$ cat src/rtl/reaction_timer_ctrl.sv
`default_nettype none
// ============================================================================
// Module      : reaction_timer_ctrl
// Description : Reaction-timer round controller. It handles the random ARM
//               delay, the reaction count, false starts and the best time.
// Revision    : 1.0 - initial release
// ============================================================================
module reaction_timer_ctrl #(
    parameter int MIN_DELAY = 1000,
    parameter int RT_MAX    = 9999
) (
    input  logic        clk,
    input  logic        clear,
    input  logic        Start,
    input  logic        Stop,
    input  logic        tick_ms,
    input  logic [13:0] rand_val,
    output logic [2:0]  state,
    output logic        led_go,
    output logic        foul,
    output logic        timeout,
    output logic [13:0] disp_val,
    output logic [13:0] best
);

    typedef enum logic [2:0] {
        S_IDLE = 3'b000,
        S_ARM  = 3'b001,
        S_TIME = 3'b010,
        S_DONE = 3'b011,
        S_FOUL = 3'b100
    } state_t;

    localparam logic [13:0] C_MIN_DELAY = 14'(MIN_DELAY);
    localparam logic [13:0] C_RT_MAX    = 14'(RT_MAX);
    localparam logic [13:0] C_RT_LAST   = 14'(RT_MAX - 1);

    state_t      state_q, state_d;
    logic [13:0] delay_q, delay_d;
    logic [13:0] rt_q, rt_d;
    logic [13:0] best_q, best_d;
    logic        timeout_q, timeout_d;

    logic        start_prev_q, stop_prev_q;
    logic        start_rel_q, stop_rel_q;

    logic        start_press;
    logic        stop_press;
    logic [13:0] load_delay;
    logic        rand_unused;

    // A button held low through clear must be released once before it can
    // produce a press, hence the release-seen qualifier next to prev.
    assign start_press = start_rel_q & start_prev_q & ~Start;
    assign stop_press  = stop_rel_q  & stop_prev_q  & ~Stop;

    assign load_delay  = C_MIN_DELAY + {2'b00, rand_val[11:0]};
    assign rand_unused = ^rand_val[13:12];

    always_ff @(posedge clk) begin
        if (clear) begin
            state_q      <= S_IDLE;
            delay_q      <= 14'd0;
            rt_q         <= 14'd0;
            best_q       <= C_RT_MAX;
            timeout_q    <= 1'b0;
            start_prev_q <= 1'b1;
            stop_prev_q  <= 1'b1;
            start_rel_q  <= 1'b0;
            stop_rel_q   <= 1'b0;
        end else begin
            state_q      <= state_d;
            delay_q      <= delay_d;
            rt_q         <= rt_d;
            best_q       <= best_d;
            timeout_q    <= timeout_d;
            start_prev_q <= Start;
            stop_prev_q  <= Stop;
            start_rel_q  <= start_rel_q | Start;
            stop_rel_q   <= stop_rel_q  | Stop;
        end
    end

    always_comb begin
        state_d   = state_q;
        delay_d   = delay_q;
        rt_d      = rt_q;
        best_d    = best_q;
        timeout_d = timeout_q;

        case (state_q)
            S_IDLE: begin
                if (start_press) begin
                    delay_d = load_delay;
                    state_d = S_ARM;
                end
            end

            S_ARM: begin
                if (stop_press) begin
                    state_d = S_FOUL;
                end else if (tick_ms) begin
                    if (delay_q != 14'd0) begin
                        delay_d = delay_q - 14'd1;
                    end
                    if (delay_q == 14'd1) begin
                        rt_d    = 14'd0;
                        state_d = S_TIME;
                    end
                end
            end

            S_TIME: begin
                if (stop_press) begin
                    state_d = S_DONE;
                    if (!timeout_q && (rt_q < best_q)) begin
                        best_d = rt_q;
                    end
                end else if (tick_ms) begin
                    // Saturate at RT_MAX; a timed-out round never updates best.
                    if (rt_q >= C_RT_LAST) begin
                        rt_d      = C_RT_MAX;
                        timeout_d = 1'b1;
                        state_d   = S_DONE;
                    end else begin
                        rt_d = rt_q + 14'd1;
                    end
                end
            end

            S_DONE: begin
                if (start_press) begin
                    delay_d   = load_delay;
                    timeout_d = 1'b0;
                    state_d   = S_ARM;
                end
            end

            S_FOUL: begin
                if (start_press) begin
                    state_d = S_IDLE;
                end
            end

            default: begin
                state_d = S_IDLE;
            end
        endcase
    end

    assign state   = state_q;
    assign led_go  = (state_q == S_TIME);
    assign foul    = (state_q == S_FOUL);
    assign timeout = timeout_q;
    assign best    = best_q;

    always_comb begin
        disp_val = 14'd0;
        case (state_q)
            S_IDLE:         disp_val = best_q;
            S_TIME, S_DONE: disp_val = rt_q;
            default:        disp_val = 14'd0;
        endcase
    end

endmodule
`default_nettype wire

$ cat config.mk
export PLATFORM = sky130hd
export DESIGN_NAME = reaction_timer_ctrl
export DESIGN_NICKNAME = d
export VERILOG_FILES = /design/src/rtl/reaction_timer_ctrl.sv
export SDC_FILE = /design/constraint.sdc
export NUM_CORES = 1
export LEC_CHECK = 0
export ABC_AREA = 1
export CAP_MARGIN = 20
export CORE_MARGIN = 5
export CORE_UTILIZATION = 40
export DETAILED_ROUTE_END_ITERATION = 10
export REMOVE_ABC_BUFFERS = 1
export SYNTH_ARGS = -nofsm -noshare
export SYNTH_HDL_FRONTEND = slang
export SYNTH_SLANG_ARGS = --single-unit
$ cat constraint.sdc
create_clock -name clk -period 1.9 [get_ports clk]
set_input_delay 0.285 -clock clk [delete_from_list [all_inputs] [get_ports clk]]
set_output_delay 0.285 -clock clk [all_outputs]
set_load 0.02 [all_outputs]
==> impl_metrics.csv <==
group,metric,value,unit
cts,cts_buffer_depth,2,
sta,fmax,0.554,GHz
logic_synthesis,ys_seq_area_share,29.2,%
floorplanning,pin_count,53,
power_and_ir_drop,internal_power,3.05,mW
logic_synthesis,yosysWarnings,0,
power_and_ir_drop,p_sw,2.63,mW
cells_and_area,nNetsFinal,679,
worst_setup_path,end_kind,"flip-flop",
floorplanning,rows,33,
logic_synthesis,netlist_instances,543,
cts,htreeDepth,2,
cells_and_area,final_util,57.1,%
sta,fin_crit,1800,ps
worst_setup_path,cp-start-kind,"flip-flop",
sta,finalWorstSetupSlack,95.6,ps
power_and_ir_drop,swShare,46.3,%
placed_design,pre_cts_slack,-49.9,ps
logic_synthesis,ys_seq_elements,50,
status,status,"finished clean",
power_and_ir_drop,cellLeakagePower,2.11,nW
power_and_ir_drop,seqPwrFrac,24.9,%
power_and_ir_drop,irDropWorstVdd,771,µV
worst_setup_path,worst-setup-path-type,"flip-flop to flip-flop",
worst_setup_path,cpPeakStageDelay,360,ps
sta,worst_pin_slew,512,ps
worst_setup_path,slowest_stage,"dfxtp_2",
cts,clockRootBuffer,"clkbuf_8",
worst_setup_path,crit_arrival,2050,ps
floorplanning,core_area,8300,µm²
logic_synthesis,synth_top_area_cell,"dfxtp_1",
detailed_routing,routedWlPerCell,13.5,µm
logic_synthesis,synthTopCellsByArea,"dfxtp_1 29%, nand2_1 15%, nor2_1 9.0%",
cts,cts_sinks,50,
detailed_routing,drtIter0Drc,109,
cts,cts_tree,"done",
sta,skew,8.49,ps
cells_and_area,layout.cells.non_filler,747,
worst_hold_path,hold_class,"flip-flop to flip-flop",
logic_synthesis,synth.distinct_cells,39,
placed_design,routabilityCongestion,0.868,
cells_and_area,n_antenna_cell,0,
placed_design,hpwl,7310,µm
floorplanning,dieArea,10500,µm²
worst_setup_path,reg2reg_from,"best[4]",
detailed_routing,vias,3746,
global_routing,grt_pass1_wl,16100,µm
detailed_routing,ant_nets,0,
placed_design,place_inst,733,
global_routing,overflow,0,
logic_synthesis,syn_area,3430,µm²
floorplanning,chipHeight,103,µm
cells_and_area,synthToLayoutAreaGrowth,38.3,%
worst_hold_path,hold_depth,2,
detailed_routing,wirelength,10100,µm
sta,slew_viol_final,0,
detailed_routing,drc,0,
worst_setup_path,crit_required,2150,ps
sta,setup_viol,0,
cts,cts.reportedPaths.clkPinSlew,100,ps
floorplanning,start_util,41.3,%
worst_setup_path,timing.rr.end,"best[11]",
worst_setup_path,cp_max_fo,5,
sta,relSlewSlack,65.6,%
power_and_ir_drop,clkPwrFrac,13.9,%
detailed_routing,viasPerCell,5.01,
worst_setup_path,worst_path_most_repeated_cell,"nor2_1",
global_routing,grt_pass1_vias,3521,
logic_synthesis,synth_top_area_share,29.2,%
detailed_routing,dr.pass1.iters,4,
placed_design,port_buffers,50,
worst_hold_path,min_to,"best[3]",
worst_setup_path,ff2ff_setup_slack,100,ps
power_and_ir_drop,pwr-share-comb,61.2,%
global_routing,globalRouteTotalUtil,18.9,%
floorplanning,die_x,103,µm
logic_synthesis,synth_area_per_cell,6.31,µm²
power_and_ir_drop,p_per_area,1200,nW/µm²
worst_setup_path,cp_cell_sequence,"inv_2, ha_1, nand2_2, a21oi_1, nor2_1, nand3_2, nand2_2, nand3_2, nor2_4, clkbuf_16, nor2_1, nor2_1",
worst_hold_path,hp-start,"best[3]",
global_routing,grt_max_degree,29,
cells_and_area,fill_cells,827,
power_and_ir_drop,total_power,5.68,mW
sta,post-route-period-util,95.0,%
worst_setup_path,reg2regPathDepth,12,
job,drv_cap,0,
cts,cts_buffers,5,
global_routing,grt_antenna_before_repair,0,
cells_and_area,layout-drive-gt1-share,24.6,%
sta,final-hold-violation-count,0,
cts,clock_latency,310,ps
power by group through the flow:
| stage | clock (mW) | sequential, mW | combinational [mW] |
|---|---|---|---|
| after CTS | 0.807 | 1.39 | 3.36 |
| after global routing | 0.850 | 1.45 | 3.87 |
| final | 0.790 | 1.41 | 3.47 |
| after global placement | 0 | 1.41 | 3.38 |
| after floorplan | 0 | 1.45 | 2.00 |
| after detailed placement | 0 | 1.42 | 3.41 |
worst max path at each step:
stage	start	endpoint	slack (ps)	depth (start not counted)
5_1_grt	best[11]	best[11]	-20	12
4_1_cts	state[1]	disp_val[6]	0.7	5
3_5_place_dp	Stop	best[9]	-50	10
3_3_place_gp	rand_val[3]	delay_q[11]	-10	10
2_1_floorplan	state[0]	delay_q[11]	-270	9
6_report	best[4]	best[11]	100	12
final cells by class:
cell class              instances  area, µm²  share of cell area, %
clock buffers                   6       72.6                   1.53
clock inverters                 2       37.5                  0.792
inverters                      67        255                   5.39
multi-input cells             414       2310                   48.7
flip-flops and latches         50       1020                   21.6
well taps                     105        131                   2.77
repair buffers                103        912                   19.2
cell families after synthesis:
logic type                 after synthesis  share of synthesized area, %
muxes                                    1                         0.292
xor gates and xnor gates                 7                          1.79
buffers and inverters                   80                          9.68
DFF                                     50                          29.2
and+or+nand+nor                        301                          38.1
adders and majority gates               19                          6.94
AOI/OAI and AO/OA                       85                          14.0
worst max-delay path: cells and delay by family, from the launching register on:
family,cells,cell delay (ps)
AO/OA/AOI/OAI,1,40
adder cells (fa/ha/maj),1,280
buffers and inverters,2,230
flip-flops,1,360
AND/OR/NAND/NOR,8,840
placed cells by master (no fill, tap or decap), drive strengths merged:
master / n
or2: 4
ha: 19
nand2: 142
nand3b: 1
a21oi: 32
dlygate4sd2: 2
a211oi: 2
xnor2: 5
clkbuf: 11
nor3: 13
nand4: 4
a21boi: 2
clkdlybuf4s15: 2
clkinvlp: 2
a31o: 1
nor2: 86
bufinv: 1
a31oi: 1
nand3: 52
o21ai: 33
inv: 65
xor2: 2
o22ai: 12
dfxtp: 50
clkinv: 1
buf: 60
mux2i: 1
a22oi: 1
clkdlybuf4s50: 34
o211ai: 1
registers in the layout (all words and copies together), names as in the netlist:
signal        flops
best             14
delay_q          14
stop_rel_q        1
start_rel_q       1
state             3
start_prev_q      1
rt_q             14
timeout           1
stop_prev_q       1
per-stage QoR:
stage               area, µm²  TNS [ps]  hold slack [ps]
finish                   4740         0              469
global route             4740     -97.9              509
CTS                      4490         0              487
detailed placement       4380      -377              463
global placement         4380     -14.8              451
floorplan                3350     -2030              354
what timing repair did:
action,4_1_cts,5_1_grt
pin swaps,0,22
setup buffers,0,4
cloned,0,2
setup endpoints to repair,16,51
hold buffers,0,0
gates resized for setup,36,86
per-layer routing:
layer | global-route usage (%) | up-vias | share of wire, %
met5 | 0 | - | 0
met4 | 3.83 | 0 | 1.7
met3 | 2.64 | 16 | 5.2
met2 | 34.1 | 76 | 49
met1 | 24.0 | 1697 | 44
li1 | - | 1957 | -
synth_stat cells, drive strengths merged:
library cell,n
dfxtp,50
nand2,142
xor2,2
nor3,13
clkbuf,6
nand4,4
o21ai,33
a31o,1
clkinv,1
a21boi,2
a22oi,1
nand3b,1
o211ai,1
xnor2,5
buf,7
inv,66
ha,19
a21oi,32
a31oi,1
nor2,86
mux2i,1
o22ai,12
a211oi,2
nand3,51
or2,4
Note: power is estimated with default switching activity, not from simulation.
